[src/rtl/loader_pkg.sv]
// Shared definitions for the IMem UART boot loader.
//   loader_state_t      : loader FSM states
//   rx_state_t          : byte receiver states
//   SYNC_BYTE_DEFAULT   : frame start marker
//   CLKS_PER_BIT_115200 : bit period in CPU cycles for 115200 baud at the divided CPU clock
package loader_pkg;

  typedef enum logic [2:0] {
    ST_IDLE,
    ST_LEN_HI,
    ST_LEN_LO,
    ST_DATA,
    ST_CSUM,
    ST_DONE,
    ST_ERR
  } loader_state_t;

  typedef enum logic [1:0] {
    RX_IDLE,
    RX_START,
    RX_DATA,
    RX_STOP
  } rx_state_t;

  localparam logic [7:0]  SYNC_BYTE_DEFAULT   = 8'hA5;
  localparam int unsigned CPU_CLK_HZ          = 50_000_000;
  localparam int unsigned UART_BAUD           = 115_200;
  localparam int unsigned CLKS_PER_BIT_115200 = CPU_CLK_HZ / UART_BAUD;

endpackage

[src/rtl/uart_rx_byte.sv]
// 8N1 UART byte receiver.
//   CLK_CPU, RST_CPU : clock, asynchronous active-high reset
//   rx_i             : raw serial line, idle high, asynchronous
//   byte_o           : last received byte (valid with byte_valid_o)
//   byte_valid_o     : one-cycle pulse, stop bit was 1
//   frame_err_o      : one-cycle pulse, stop bit was 0 (no byte produced)
module uart_rx_byte
  import loader_pkg::*;
#(
  parameter int unsigned CLKS_PER_BIT = CLKS_PER_BIT_115200
) (
  input  logic       CLK_CPU,
  input  logic       RST_CPU,
  input  logic       rx_i,
  output logic [7:0] byte_o,
  output logic       byte_valid_o,
  output logic       frame_err_o
);

  localparam int unsigned     CW      = $clog2(CLKS_PER_BIT);
  localparam logic [CW-1:0]   HALF_M1 = CW'(CLKS_PER_BIT / 2 - 1);
  localparam logic [CW-1:0]   FULL_M1 = CW'(CLKS_PER_BIT - 1);

  logic          rx_meta, rx_sync, rx_prev;
  rx_state_t     state_q, state_d;
  logic [CW-1:0] cnt_q, cnt_d;
  logic [2:0]    bit_q, bit_d;
  logic [7:0]    sh_q, sh_d;
  logic          valid_d, ferr_d;

  always_ff @(posedge CLK_CPU or posedge RST_CPU) begin
    if (RST_CPU) begin
      rx_meta      <= 1'b1;
      rx_sync      <= 1'b1;
      rx_prev      <= 1'b1;
      state_q      <= RX_IDLE;
      cnt_q        <= '0;
      bit_q        <= '0;
      sh_q         <= '0;
      byte_valid_o <= 1'b0;
      frame_err_o  <= 1'b0;
    end else begin
      rx_meta      <= rx_i;
      rx_sync      <= rx_meta;
      rx_prev      <= rx_sync;
      state_q      <= state_d;
      cnt_q        <= cnt_d;
      bit_q        <= bit_d;
      sh_q         <= sh_d;
      byte_valid_o <= valid_d;
      frame_err_o  <= ferr_d;
    end
  end

  // After the mid-point of the start bit the counter restarts, so every
  // following sample lands one full bit period later, i.e. at mid-bit.
  always_comb begin
    state_d = state_q;
    cnt_d   = cnt_q + CW'(1);
    bit_d   = bit_q;
    sh_d    = sh_q;
    valid_d = 1'b0;
    ferr_d  = 1'b0;
    unique case (state_q)
      RX_IDLE: begin
        cnt_d = '0;
        if (rx_prev && !rx_sync) state_d = RX_START;
      end
      RX_START: begin
        if (cnt_q == HALF_M1) begin
          cnt_d   = '0;
          bit_d   = '0;
          state_d = rx_sync ? RX_IDLE : RX_DATA;
        end
      end
      RX_DATA: begin
        if (cnt_q == FULL_M1) begin
          cnt_d = '0;
          sh_d  = {rx_sync, sh_q[7:1]};
          bit_d = bit_q + 3'd1;
          if (bit_q == 3'd7) state_d = RX_STOP;
        end
      end
      RX_STOP: begin
        if (cnt_q == FULL_M1) begin
          cnt_d   = '0;
          state_d = RX_IDLE;
          valid_d = rx_sync;
          ferr_d  = !rx_sync;
        end
      end
      default: state_d = RX_IDLE;
    endcase
  end

  assign byte_o = sh_q;

endmodule

[src/rtl/imem_uart_loader.sv]
// Serial boot loader: receives SYNC, LEN_HI, LEN_LO, LEN big-endian words
// and an 8-bit additive checksum, writes the words to IMem from address 0
// and releases the CPU once a complete, checksum-valid image has arrived.
//   CLK_CPU, RST_CPU : clock, asynchronous active-high reset
//   rx_i             : UART line (8N1, idle high)
//   imem_we_o        : one-cycle write strobe per word
//   imem_addr_o      : IMem word address
//   imem_wdata_o     : IMem write data
//   cpu_hold_o       : keep CPU in reset while high
//   load_done_o      : sticky image-loaded flag
//   load_err_o       : framing / overflow / checksum error in current frame
//   word_cnt_o       : words written in the current frame
module imem_uart_loader
  import loader_pkg::*;
#(
  parameter int unsigned CLKS_PER_BIT = CLKS_PER_BIT_115200,
  parameter int unsigned ADDR_W       = 10,
  parameter logic [7:0]  SYNC_BYTE    = SYNC_BYTE_DEFAULT
) (
  input  logic              CLK_CPU,
  input  logic              RST_CPU,
  input  logic              rx_i,
  output logic              imem_we_o,
  output logic [ADDR_W-1:0] imem_addr_o,
  output logic [31:0]       imem_wdata_o,
  output logic              cpu_hold_o,
  output logic              load_done_o,
  output logic              load_err_o,
  output logic [15:0]       word_cnt_o
);

  localparam logic [16:0] DEPTH = 17'(1) << ADDR_W;

  logic [7:0]    rx_byte;
  logic          byte_valid, frame_err;

  loader_state_t state_q, state_d;
  logic [7:0]    len_hi_q;
  logic [15:0]   len_q, len_nxt;
  logic [23:0]   asm_q;
  logic [1:0]    byte_idx_q;
  logic [7:0]    csum_q;
  logic          start_frame, data_byte;

  uart_rx_byte #(.CLKS_PER_BIT(CLKS_PER_BIT)) u_rx (
    .CLK_CPU     (CLK_CPU),
    .RST_CPU     (RST_CPU),
    .rx_i        (rx_i),
    .byte_o      (rx_byte),
    .byte_valid_o(byte_valid),
    .frame_err_o (frame_err)
  );

  assign len_nxt = {len_hi_q, rx_byte};

  always_ff @(posedge CLK_CPU or posedge RST_CPU) begin
    if (RST_CPU) state_q <= ST_IDLE;
    else         state_q <= state_d;
  end

  always_comb begin
    state_d     = state_q;
    start_frame = 1'b0;
    data_byte   = 1'b0;
    unique case (state_q)
      ST_IDLE, ST_ERR: begin
        if (byte_valid && rx_byte == SYNC_BYTE) begin
          state_d     = ST_LEN_HI;
          start_frame = 1'b1;
        end
      end
      ST_LEN_HI: begin
        if (frame_err)       state_d = ST_ERR;
        else if (byte_valid) state_d = ST_LEN_LO;
      end
      ST_LEN_LO: begin
        if (frame_err) state_d = ST_ERR;
        else if (byte_valid) begin
          if ({1'b0, len_nxt} > DEPTH) state_d = ST_ERR;
          else if (len_nxt == 16'd0)   state_d = ST_CSUM;
          else                         state_d = ST_DATA;
        end
      end
      ST_DATA: begin
        if (frame_err) state_d = ST_ERR;
        else if (byte_valid) begin
          data_byte = 1'b1;
          // word_cnt has long since settled from the previous word here
          if (byte_idx_q == 2'd3 && word_cnt_o + 16'd1 == len_q) state_d = ST_CSUM;
        end
      end
      ST_CSUM: begin
        if (frame_err)       state_d = ST_ERR;
        else if (byte_valid) state_d = (rx_byte == csum_q) ? ST_DONE : ST_ERR;
      end
      ST_DONE: state_d = ST_DONE;
      default: state_d = ST_IDLE;
    endcase
  end

  always_ff @(posedge CLK_CPU or posedge RST_CPU) begin
    if (RST_CPU) begin
      imem_we_o    <= 1'b0;
      imem_addr_o  <= '0;
      imem_wdata_o <= '0;
      load_done_o  <= 1'b0;
      load_err_o   <= 1'b0;
      word_cnt_o   <= '0;
      len_hi_q     <= '0;
      len_q        <= '0;
      asm_q        <= '0;
      byte_idx_q   <= '0;
      csum_q       <= '0;
    end else begin
      imem_we_o   <= 1'b0;
      load_done_o <= (state_q == ST_DONE);
      load_err_o  <= (state_d == ST_ERR);
      // address advances only after the strobe cycle
      if (imem_we_o) begin
        imem_addr_o <= imem_addr_o + ADDR_W'(1);
        word_cnt_o  <= word_cnt_o + 16'd1;
      end
      if (state_q == ST_LEN_HI && byte_valid) len_hi_q <= rx_byte;
      if (state_q == ST_LEN_LO && byte_valid) len_q    <= len_nxt;
      if (data_byte) begin
        asm_q      <= {asm_q[15:0], rx_byte};
        csum_q     <= csum_q + rx_byte;
        byte_idx_q <= byte_idx_q + 2'd1;
        if (byte_idx_q == 2'd3) begin
          imem_we_o    <= 1'b1;
          imem_wdata_o <= {asm_q, rx_byte};
        end
      end
      if (start_frame) begin
        imem_addr_o <= '0;
        word_cnt_o  <= '0;
        csum_q      <= '0;
        byte_idx_q  <= '0;
      end
    end
  end

  assign cpu_hold_o = !load_done_o;

endmodule

[config.mk]
export PLATFORM = sky130hd
export DESIGN_NAME = imem_uart_loader
export DESIGN_NICKNAME = d
export VERILOG_FILES = /design/src/rtl/loader_pkg.sv /design/src/rtl/uart_rx_byte.sv /design/src/rtl/imem_uart_loader.sv
export SDC_FILE = /design/constraint.sdc
export NUM_CORES = 1
export LEC_CHECK = 0
export CELL_PAD_IN_SITES_DETAIL_PLACEMENT = 1
export CELL_PAD_IN_SITES_GLOBAL_PLACEMENT = 1
export CORE_ASPECT_RATIO = 2
export CORE_MARGIN = 3
export CORE_UTILIZATION = 41
export DETAILED_ROUTE_END_ITERATION = 12
export PLACE_DENSITY = 0.84
export SETUP_SLACK_MARGIN = 0.1
export SLEW_MARGIN = 10
export SYNTH_ARGS = -nofsm -noshare
export SYNTH_HDL_FRONTEND = slang
export SYNTH_SLANG_ARGS = --single-unit
[constraint.sdc]
create_clock -name CLK_CPU -period 4.57 [get_ports CLK_CPU]
set_clock_uncertainty 0.05 [all_clocks]
set_input_delay 0.914 -clock CLK_CPU [delete_from_list [all_inputs] [get_ports CLK_CPU]]
set_output_delay 0.914 -clock CLK_CPU [all_outputs]
set_load 0.005 [all_outputs]
==> flow_results.org, run 1 <==
** CTS
- Skew-Pair Late Insertion Delay :: about 0.42 ns
- Reg clk slew, reported paths :: 0.06 ns
- TritonCTS built the clock tree.
- The H-tree was split into 4 levels.
- Num CTS Buffers :: 17
- Clock root buffer master :: sky130_fd_sc_hd__clkbuf_16
- The number of gates resized after CTS was 0.
- Counting along the longest clock path gives a buffer depth of 2.
- After clock tree synthesis, the flow added hold-fix buffers numbering 0.
- The clock drives 149 sinks.
- Post-CTS setup-driven buffer insertion count :: 0

** Placement
- Worst slack, placed :: 1.55 ns
- Once detailed placement completed, the half-perimeter wirelength came to 12600 um.
- Buffers placed on the I/O ports in this run total 64.
- At the end of routability-driven placement, the weighted congestion stood at 0.937.

** Job
- The tool flagged a number of max-cap violations equal to 0.

** Route
- In the routed design, unresolved DRC markers number 0.
- The detail route stage leaves a number of antenna-violating nets equal to 0.
- The routed design has about 18000 um of wire.
- In the final routed layout, each cell accounts on average for approximately 20 um.
- Via density per instance :: 5.55
- For this block, the initial DRC count from the detailed router was 205.
- The detailed router placed 5176 vias in this run.
- The first detailed-routing pass took 4 iterations.

** STA
- Unrepaired setup endpoints after global routing :: no
- Measured against its own limit, the worst slew margin works out to between 20% and 30%.
- At the pin with the least slew margin, the transition time is 1.17 ns.
- Setup slack on the critical path of the routed design comes to 1.52 ns.
- Timing would allow up to 328 MHz.
- Final min period :: 3.05 ns
- Total Neg Setup Slack :: 0 ns
- Number of hold-slack violations in the final timing report :: 0
- Count of endpoints failing setup in the final report :: 0
- The final critical path takes up 66.8% of the cycle.
- The number of max-slew violations in the final report is 0.

** Floorplan
- Die width :: just under 100 um
- Row generation in the floorplan step produced 67 rows.
- The total area inside the core boundary comes to between 0.015 and 0.02 mm^2.
- The initial utilization of the core area, before any placement, comes to 42.1%.
- Die height :: ~190 um
- Die area :: 0.0190 mm^2
- For this design the top-level I/O count stands at 65.

** Yosys
- The synthesized design contains 149 register bits.
- Async S/R FF share, synth :: 100%
- During synthesis, Yosys emitted a total of 0 warnings.
- Ys flop type :: sky130_fd_sc_hd__dfrtp_1
- Summing every instance area after synthesis gives 0.00709 mm^2.
- Counting distinct cell types in the post-synthesis netlist gives 59.
- Number of flops mapped to enable cells by yosys :: 0
- After technology mapping, the gate count stands at ~660.
- Counting every net in the synthesized netlist gives 678.
- Mean cell area of the mapped netlist :: 10.8 um^2
- Summing the sequential cell areas from Yosys gives a little over half of the chip area.

** Finish
- In the final design database the tool counted 736 nets.
- Area growth syn-to-layout :: 20.8%
- In the final layout, the share of cells above drive strength 1 is 16.3%.
- Commonest non-fill, non-tap cell in the layout :: sky130_fd_sc_hd__dfrtp_1
- 0 antenna diodes ended up in the layout.
- Fill cells in the final layout number 1784.
- Commonest cells after routing, fill and taps aside :: sky130_fd_sc_hd__dfrtp_1 (146), sky130_fd_sc_hd__nand2_1 (112), sky130_fd_sc_hd__mux2_2 (64), sky130_fd_sc_hd__clkdlybuf4s50_1 (64), sky130_fd_sc_hd__nor2_1 (51)

** Power and ir drop
- Combinational cells account for 6.9% of the total power.
- Clock share of power :: 48.0%
- Cell Int Power :: 2.32 mW
- Power share of the sequential group :: between 40 and 50%
- Summed over all cells, the static leakage comes to slightly above 4 nW.
- Worst IR drop on VDD :: 0.261 mV
- Power density relative to cell area :: 355 mW/mm^2
- Of the total power, the share spent switching nets is 23.8%.
- P_sw :: 0.723 mW

** Critical path
- Critical Path Start Type :: flop
- Along the worst path, the maximum fanout reaches 8.
- Category of the critical setup timing path :: reg -> reg
- For the worst setup path, the data arrival time is ~3.3 ns.
- The worst setup path is captured at a flop.
- For the worst setup path, the data required time is 4.83 ns.

** Global routing
- Global routing finished with a remaining overflow of 0.
- Vias in the first global route :: 5793
- Tot GR Track Use :: about 20%
- Pin count of the biggest net entering global routing :: 62
- Initial antenna violation count :: 0
- The first global-routing pass estimated ~30000 um of wire.

** Hold path
- The path class of the tightest hold or removal check is reg -> reg.

** Run status
- Status :: completed
-- cells in the mapped netlist, types with 2 or more instances --
cell	instances	share of area [%]
sky130_fd_sc_hd__a21oi_1	10	0.71
sky130_fd_sc_hd__and2_1	2	0.18
sky130_fd_sc_hd__and3_1	10	0.88
sky130_fd_sc_hd__and4_1	5	0.62
sky130_fd_sc_hd__and4b_1	2	0.28
sky130_fd_sc_hd__buf_1	7	0.37
sky130_fd_sc_hd__buf_2	6	0.42
sky130_fd_sc_hd__clkbuf_1	18	0.95
sky130_fd_sc_hd__dfrtp_1	146	52
sky130_fd_sc_hd__dfstp_2	3	1.1
sky130_fd_sc_hd__ha_1	19	3.4
sky130_fd_sc_hd__inv_1	12	0.64
sky130_fd_sc_hd__mux2_2	64	10
sky130_fd_sc_hd__mux2i_1	3	0.42
sky130_fd_sc_hd__nand2_1	112	5.9
sky130_fd_sc_hd__nand2b_1	4	0.35
sky130_fd_sc_hd__nand3_1	16	1.1
sky130_fd_sc_hd__nand3b_1	3	0.32
sky130_fd_sc_hd__nand4_1	17	1.5
sky130_fd_sc_hd__nand4b_1	2	0.25
sky130_fd_sc_hd__nor2_1	51	2.7
sky130_fd_sc_hd__nor2b_1	3	0.26
sky130_fd_sc_hd__nor3_1	7	0.49
sky130_fd_sc_hd__nor3b_1	6	0.64
sky130_fd_sc_hd__nor4_1	5	0.44
sky130_fd_sc_hd__nor4b_1	2	0.25
sky130_fd_sc_hd__o211ai_1	6	0.64
sky130_fd_sc_hd__o21a_1	3	0.32
sky130_fd_sc_hd__o21ai_0	13	0.92
sky130_fd_sc_hd__o21bai_1	2	0.21
sky130_fd_sc_hd__o22ai_1	5	0.44
sky130_fd_sc_hd__o31ai_1	3	0.32
sky130_fd_sc_hd__or4_1	6	0.64
sky130_fd_sc_hd__xnor2_1	22	2.7
sky130_fd_sc_hd__xor2_1	36	4.4
-- routing by layer --
layer,GRT usage [%],vias up,wire (um)
met3,3.38,44,468
met5,0,-,0
met1,21.0,2650,6530
met4,9.10,0,634
met2,38.6,112,10500
li1,-,2370,-
-- registers in the layout (all words and copies together), names as in the netlist, 2 cells and up, named ones only --
register and cells:
byte_idx_q 2, len_q 16, u_rx.byte_o 8, asm_q 24
len_hi_q 8, u_rx.cnt_q 9, state_q 3, word_cnt_o 16
imem_wdata_o 32, imem_addr_o 10, csum_q 8, u_rx.bit_q 3
-- final timing paths --
kind	start	endpoint	slack (ns)	cells after the start
setup / recovery	word_cnt_o[0]	load_err_o	1.52	8
hold / removal	u_rx.rx_meta	u_rx.rx_sync	0.31	0
setup reg to reg	word_cnt_o[0]	load_err_o	1.52	8
hold reg to reg	u_rx.rx_meta	u_rx.rx_sync	0.31	0
max in group asynchronous	RST_CPU	u_rx.rx_meta	2.78	3
min in group asynchronous	RST_CPU	imem_wdata_o[5]	0.92	2
-- per-stage QoR --
| step | power (mW) | util [%] | instances | hold WS (ns) | instance area [um^2] |
|---|---|---|---|---|---|
| 2_1_floorplan | 1.53 | - | 655 | 0.295 | 7090 |
| 3_3_place_gp | 1.57 | 47.2 | 901 | 0.295 | 7950 |
| 3_5_place_dp | 1.59 | 47.2 | 901 | 0.306 | 7950 |
| 4_1_cts | 3.07 | 50.8 | 933 | 0.315 | 8560 |
| 5_1_grt | 3.15 | 50.8 | 933 | 0.317 | 8560 |
| 6_report | 3.04 | 50.8 | 933 | 0.314 | 8560 |
-- area by class of cell --
cell class              instances  area [um^2]  share of cell area [%]
clock buffers                  18          429                    5.01
clock inverters                14          183                    2.13
repair buffers                 71          718                    8.39
well taps                     207          259                    3.03
multi-input cells             461         3190                    37.2
flip-flops and latches        149         3730                    43.6
inverters                      13         52.6                   0.614
-- worst max-delay path: stages (launching register included) --
cell and delay [ns]:
sky130_fd_sc_hd__dfrtp_1 0.48, sky130_fd_sc_hd__ha_1 0.39, sky130_fd_sc_hd__and4_1 0.38, sky130_fd_sc_hd__and3_1 0.20, sky130_fd_sc_hd__o32ai_1 0.07, sky130_fd_sc_hd__or4_1 0.41, sky130_fd_sc_hd__or4_4 0.51, sky130_fd_sc_hd__o31a_1 0.27
sky130_fd_sc_hd__and4b_1 0.19
-- cells by family after synthesis --
group                      share of synthesized area (%)
buffers and inverters                               2.54
xor gates and xnor gates                            7.17
DFF                                                 52.7
and+or+nand+nor                                     18.4
adders and majority gates                           3.64
AOI/OAI and AO/OA                                   5.00
muxes                                               10.6
-- power by group through the flow --
stage | registers [mW] | clock network (mW) | logic (mW)
2_1_floorplan | 1.39 | 0 | 0.145
3_3_place_gp | 1.39 | 0 | 0.181
3_5_place_dp | 1.39 | 0 | 0.200
4_1_cts | 1.37 | 1.49 | 0.215
5_1_grt | 1.37 | 1.54 | 0.241
6_report | 1.37 | 1.46 | 0.211
No activity file was read; power rests on OpenSTA's default activity.
==> inputs of run 2 (changes only) <==
--- a/config.mk
+++ b/config.mk
@@ -9,9 +9,9 @@
 export CELL_PAD_IN_SITES_GLOBAL_PLACEMENT = 1
 export CORE_ASPECT_RATIO = 2
 export CORE_MARGIN = 3
-export CORE_UTILIZATION = 41
+export CORE_UTILIZATION = 45
 export DETAILED_ROUTE_END_ITERATION = 12
-export PLACE_DENSITY = 0.84
+export PLACE_DENSITY = 0.88
 export SETUP_SLACK_MARGIN = 0.1
 export SLEW_MARGIN = 10
 export SYNTH_ARGS = -nofsm -noshare
==> constraint.sdc (replaced) <==
create_clock -name CLK_CPU -period 3.05 [get_ports CLK_CPU]
set_clock_uncertainty 0.05 [all_clocks]
set_input_delay 0.61 -clock CLK_CPU [delete_from_list [all_inputs] [get_ports CLK_CPU]]
set_output_delay 0.61 -clock CLK_CPU [all_outputs]
set_load 0.005 [all_outputs]
==> flow_results.org, run 2 (same netlist as run 1, synthesis figures left out) <==
** Critical path
- CP delay by family, top :: simple AND/OR/NAND/NOR gates (unchanged)
- The count of buffering cells on the critical path with inverters included is 1 (was 0).
- The biggest fanout along the worst timing path was 6 (was 8).
- The cell count along the critical path came to 8 (unchanged).
- The worst flop-to-flop path endpoint was state_q[2] (was load_err_o).
- The source of the critical timing path is word_cnt_o[0] (unchanged).
- Cells along the critical path: buf_4 > and4_2 > nand4_1 > xnor2_1 > or4_1 > or4_4 > and3b_2 > nor3b_1 (was ha_1 > and4_1 > and3_1 > o32ai_1 > or4_1 > or4_4 > o31a_1 > and4b_1).
- The capturing element of the worst setup path is state_q[2] (was load_err_o).
- Data required time of the worst path :: 3.31 ns (was 4.83 ns)
- The kind of start point of the critical path was a flop (unchanged).
- The arrival time reported for the critical path endpoint came to 3.18 ns (was 3.32 ns).
- The cell type of the slowest stage on the worst timing path was sky130_fd_sc_hd__or4_1 (was sky130_fd_sc_hd__or4_4).
- The register-to-register path setup slack is 0.13 ns (was 1.52 ns).
- Kind of end point of the critical path :: flop (unchanged)
- Number of cells on the worst reg-to-reg path :: 8 (unchanged)
- Reg2reg start :: word_cnt_o[0] (unchanged)
- Max stage delay on crit path :: 0.53 ns (was 0.51 ns)
- Category of the critical setup timing path :: reg -> reg (unchanged)

** Finish
- The area of the multi-input gates is 0.00320 mm^2 (was 0.00319 mm^2).
- Share of the core filled with cells :: 56.7% (was 50.8%)
- Flip-flop count of the largest register after layout :: 32 (unchanged)
- Nets@finish :: 753 (was 736)
- Commonest non-fill, non-tap cell in the layout :: sky130_fd_sc_hd__dfrtp_1 (unchanged)
- The register with the highest flop count is imem_wdata_o (unchanged).
- Cell area after layout :: 0.00871 mm^2 (was 0.00856 mm^2)
- Commonest cells after routing, fill and taps aside: sky130_fd_sc_hd__dfrtp_1 (143), sky130_fd_sc_hd__nand2_1 (112), sky130_fd_sc_hd__mux2_2 (64), sky130_fd_sc_hd__clkdlybuf4s50_1 (64), sky130_fd_sc_hd__nor2_1 (51) (was sky130_fd_sc_hd__dfrtp_1 (146), sky130_fd_sc_hd__nand2_1 (112), sky130_fd_sc_hd__mux2_2 (64), sky130_fd_sc_hd__clkdlybuf4s50_1 (64), sky130_fd_sc_hd__nor2_1 (51)).
- The layout-stage area growth over the synthesis result is 22.9% (was 20.8%).
- Largest registers :: imem_wdata_o x32, asm_q x24 (unchanged)
- Number of fill cells in the layout :: 1649 (was 1784)
- Fraction of layout instances using a drive strength above 1 :: 18.8% (was 16.3%)
- Final antenna diode count :: 0 (unchanged)
- The combined flip-flop and latch cell area was 0.00374 mm^2 (was 0.00373 mm^2).

** CTS
- Clock root buffer master :: sky130_fd_sc_hd__clkbuf_16 (unchanged)
- The number of CTS-inserted buffers came to 17 (unchanged).
- CTS H-tree lvls :: 4 (unchanged)
- Cts repair resizes :: 1 (was 0)
- The clock transition at the register clock pins on the worst setup and hold paths after CTS was 0.06 ns (about the same).
- The total setup buffers inserted after CTS is 0 (unchanged).
- CTS tree :: yes (unchanged)
- Longest Clk Path Bufs :: 2 (unchanged)
- The source-to-sink clock delay at the later pin of the worst-skew pair is 0.43 ns (was 0.42 ns).
- CTS Hold Buffers Added :: 0 (unchanged)
- The count of clock tree sinks was 149 (unchanged).

** Placement
- The number of port buffers is 64 (unchanged).
- Area post-placement :: 0.00805 mm^2 (was 0.00795 mm^2)
- The worst setup slack before clock tree synthesis was 0.0647 ns (was 1.55 ns).
- Global placer's final weighted congestion :: 0.959 (was 0.937)
- Placed wire-length estimate :: 13100 um (was 12600 um)

** Power and ir drop
- Power density relative to cell area :: 532 mW/mm^2 (was 355 mW/mm^2)
- Worst IR drop on VDD :: 0.484 mV (was 0.261 mV)
- The static power due to leakage was 4.21 nW (was 4.13 nW).

** Global routing
- The first-pass GRT wire length is 31400 um (was 30100 um).
- The number of global-route vias before repair is 6081 (was 5793).
- The remaining global-route overflow is 0 (unchanged).
- The largest net degree at the start of global routing was 127 (was 62).
- Tot GR Track Use :: 23.7% (was 20.2%)
- Initial antenna violation count :: 0 (unchanged)

** Hold path
- Hold Startpoint :: u_rx.rx_meta (unchanged)
- Worst min path class :: reg -> reg (unchanged)

** STA
- Unrepaired setup endpoints after global routing :: yes (was no)
- The number of max-slew violations in the final report was 0 (unchanged).
- The final setup TNS came to 0 ns (unchanged).
- Number of hold-slack violations in the final timing report :: 0 (unchanged)
- Min setup slack post-route :: 0.131 ns (was 1.52 ns)
- Slew margin rel. :: 42.8% (was 21.9%)
- The final hold slack is 0.308 ns (was 0.314 ns).
- The actual slew at the worst max-slew pin is 0.850 ns (was 1.17 ns).
- The portion of the clock cycle consumed by the worst path in the final layout was 95.7% (was 66.8%).
- Final min period :: 2.92 ns (was 3.05 ns)
- Count of endpoints failing setup in the final report :: 0 (unchanged)
- The achievable clock frequency was 343 MHz (was 328 MHz).

** Route
- Total wire length after detailed routing :: 18900 um (was 18200 um)
- The total via count after detailed routing is 5310 (was 5176).
- The initial DRC count is 268 (was 205).
- The detail-routed net length per standard cell was 20.1 um (was 19.5 um).
- DRC violation count after routing :: 0 (unchanged)
- Post-DRT Antenna Nets :: 0 (unchanged)
- The number of detailed-routing iterations run before antenna repair came to 4 (unchanged).
- The average via count per standard cell was 5.64 (was 5.55).

** Floorplan
- Die area :: 0.0174 mm^2 (was 0.0190 mm^2)
- Die width :: 94.7 um (was 99.0 um)
- Starting density of the core :: 46.1% (was 42.1%)
- Top-level I/O count :: 65 (unchanged)
- Area inside the core boundary :: 0.0154 mm^2 (was 0.0168 mm^2)
- The height of the chip came to 183 um (was 192 um).
- The number of standard-cell rows in the floorplan was 64 (was 67).

** Run status
- Status: completed (unchanged).

** Job
- The max-cap check violation count is 0 (unchanged).
==> run 2: changes by cell type in the layout (fill, tap and decap cells not counted), moves of 2 or more <==
| cell | previous run | this run |
|---|---|---|
| sky130_fd_sc_hd__buf_4 | 5 | 23 |
| sky130_fd_sc_hd__clkinvlp_4 | 3 | 5 |
| sky130_fd_sc_hd__dfrtp_2 | 0 | 3 |
| sky130_fd_sc_hd__clkbuf_8 | 0 | 3 |
| sky130_fd_sc_hd__dfrtp_1 | 146 | 143 |
| sky130_fd_sc_hd__clkinv_2 | 6 | 1 |
==> run 2: metal layers <==
metal	vias up	routed length, um	GRT usage, %	part of all wire, %
met1	2734	6600	24.3	35
met5	-	0	0	0
met3	61	466	5.16	2.5
met4	0	915	12.1	4.8
li1	2395	-	-	-
met2	120	10900	43.6	58
==> run 2: worst reg2reg max path: stages (launching register included) <==
cell and delay (ns):
sky130_fd_sc_hd__dfrtp_1 0.42, sky130_fd_sc_hd__buf_4 0.18, sky130_fd_sc_hd__and4_2 0.29, sky130_fd_sc_hd__nand4_1 0.14
sky130_fd_sc_hd__xnor2_1 0.17, sky130_fd_sc_hd__or4_1 0.53, sky130_fd_sc_hd__or4_4 0.52, sky130_fd_sc_hd__and3b_2 0.23
sky130_fd_sc_hd__nor3b_1 0.28
==> run 2: layout make-up <==
cell class                      instances  area share [%]
Multi-Input combinational cell        461            36.7
Timing Repair Buffer                   88            9.56
Tap cell                              198            2.84
Clock inverter                         11            1.98
Inverter                               13           0.603
Clock buffer                           21            5.40
Sequential cell                       149            42.9
==> run 2: worst min-delay path by stage <==
stage / end / slack, ns / cells past startpoint
finish: u_rx.rx_sync / 0.31 / 0
detailed placement: u_rx.rx_sync / 0.30 / 0
CTS: u_rx.rx_sync / 0.31 / 0
global route: u_rx.rx_sync / 0.31 / 0
floorplan: u_rx.rx_sync / 0.30 / 0
global placement: u_rx.rx_sync / 0.30 / 0
==> run 2: through the flow <==
stage / instances / power [mW]
after global placement: 909 / 2.34
after floorplan: 655 / 2.29
after detailed placement: 909 / 2.39
after CTS: 941 / 4.68
final: 941 / 4.63
after global routing: 941 / 4.82
==> run 2: report_power, final <==
group | internal [mW] | switching, mW
clock network | 1.44 | 0.833
registers | 2.01 | 0.0418
logic | 0.0981 | 0.213
total | 3.55 | 1.09
==> inputs of run 3 (changes only) <==
--- a/config.mk
+++ b/config.mk
@@ -13,7 +13,6 @@
 export DETAILED_ROUTE_END_ITERATION = 12
 export PLACE_DENSITY = 0.88
 export SETUP_SLACK_MARGIN = 0.1
-export SLEW_MARGIN = 10
 export SYNTH_ARGS = -nofsm -noshare
 export SYNTH_HDL_FRONTEND = slang
 export SYNTH_SLANG_ARGS = --single-unit
==> results of run 3 <==
No change in the layout: final DEF, timing and power equal those of run 2.
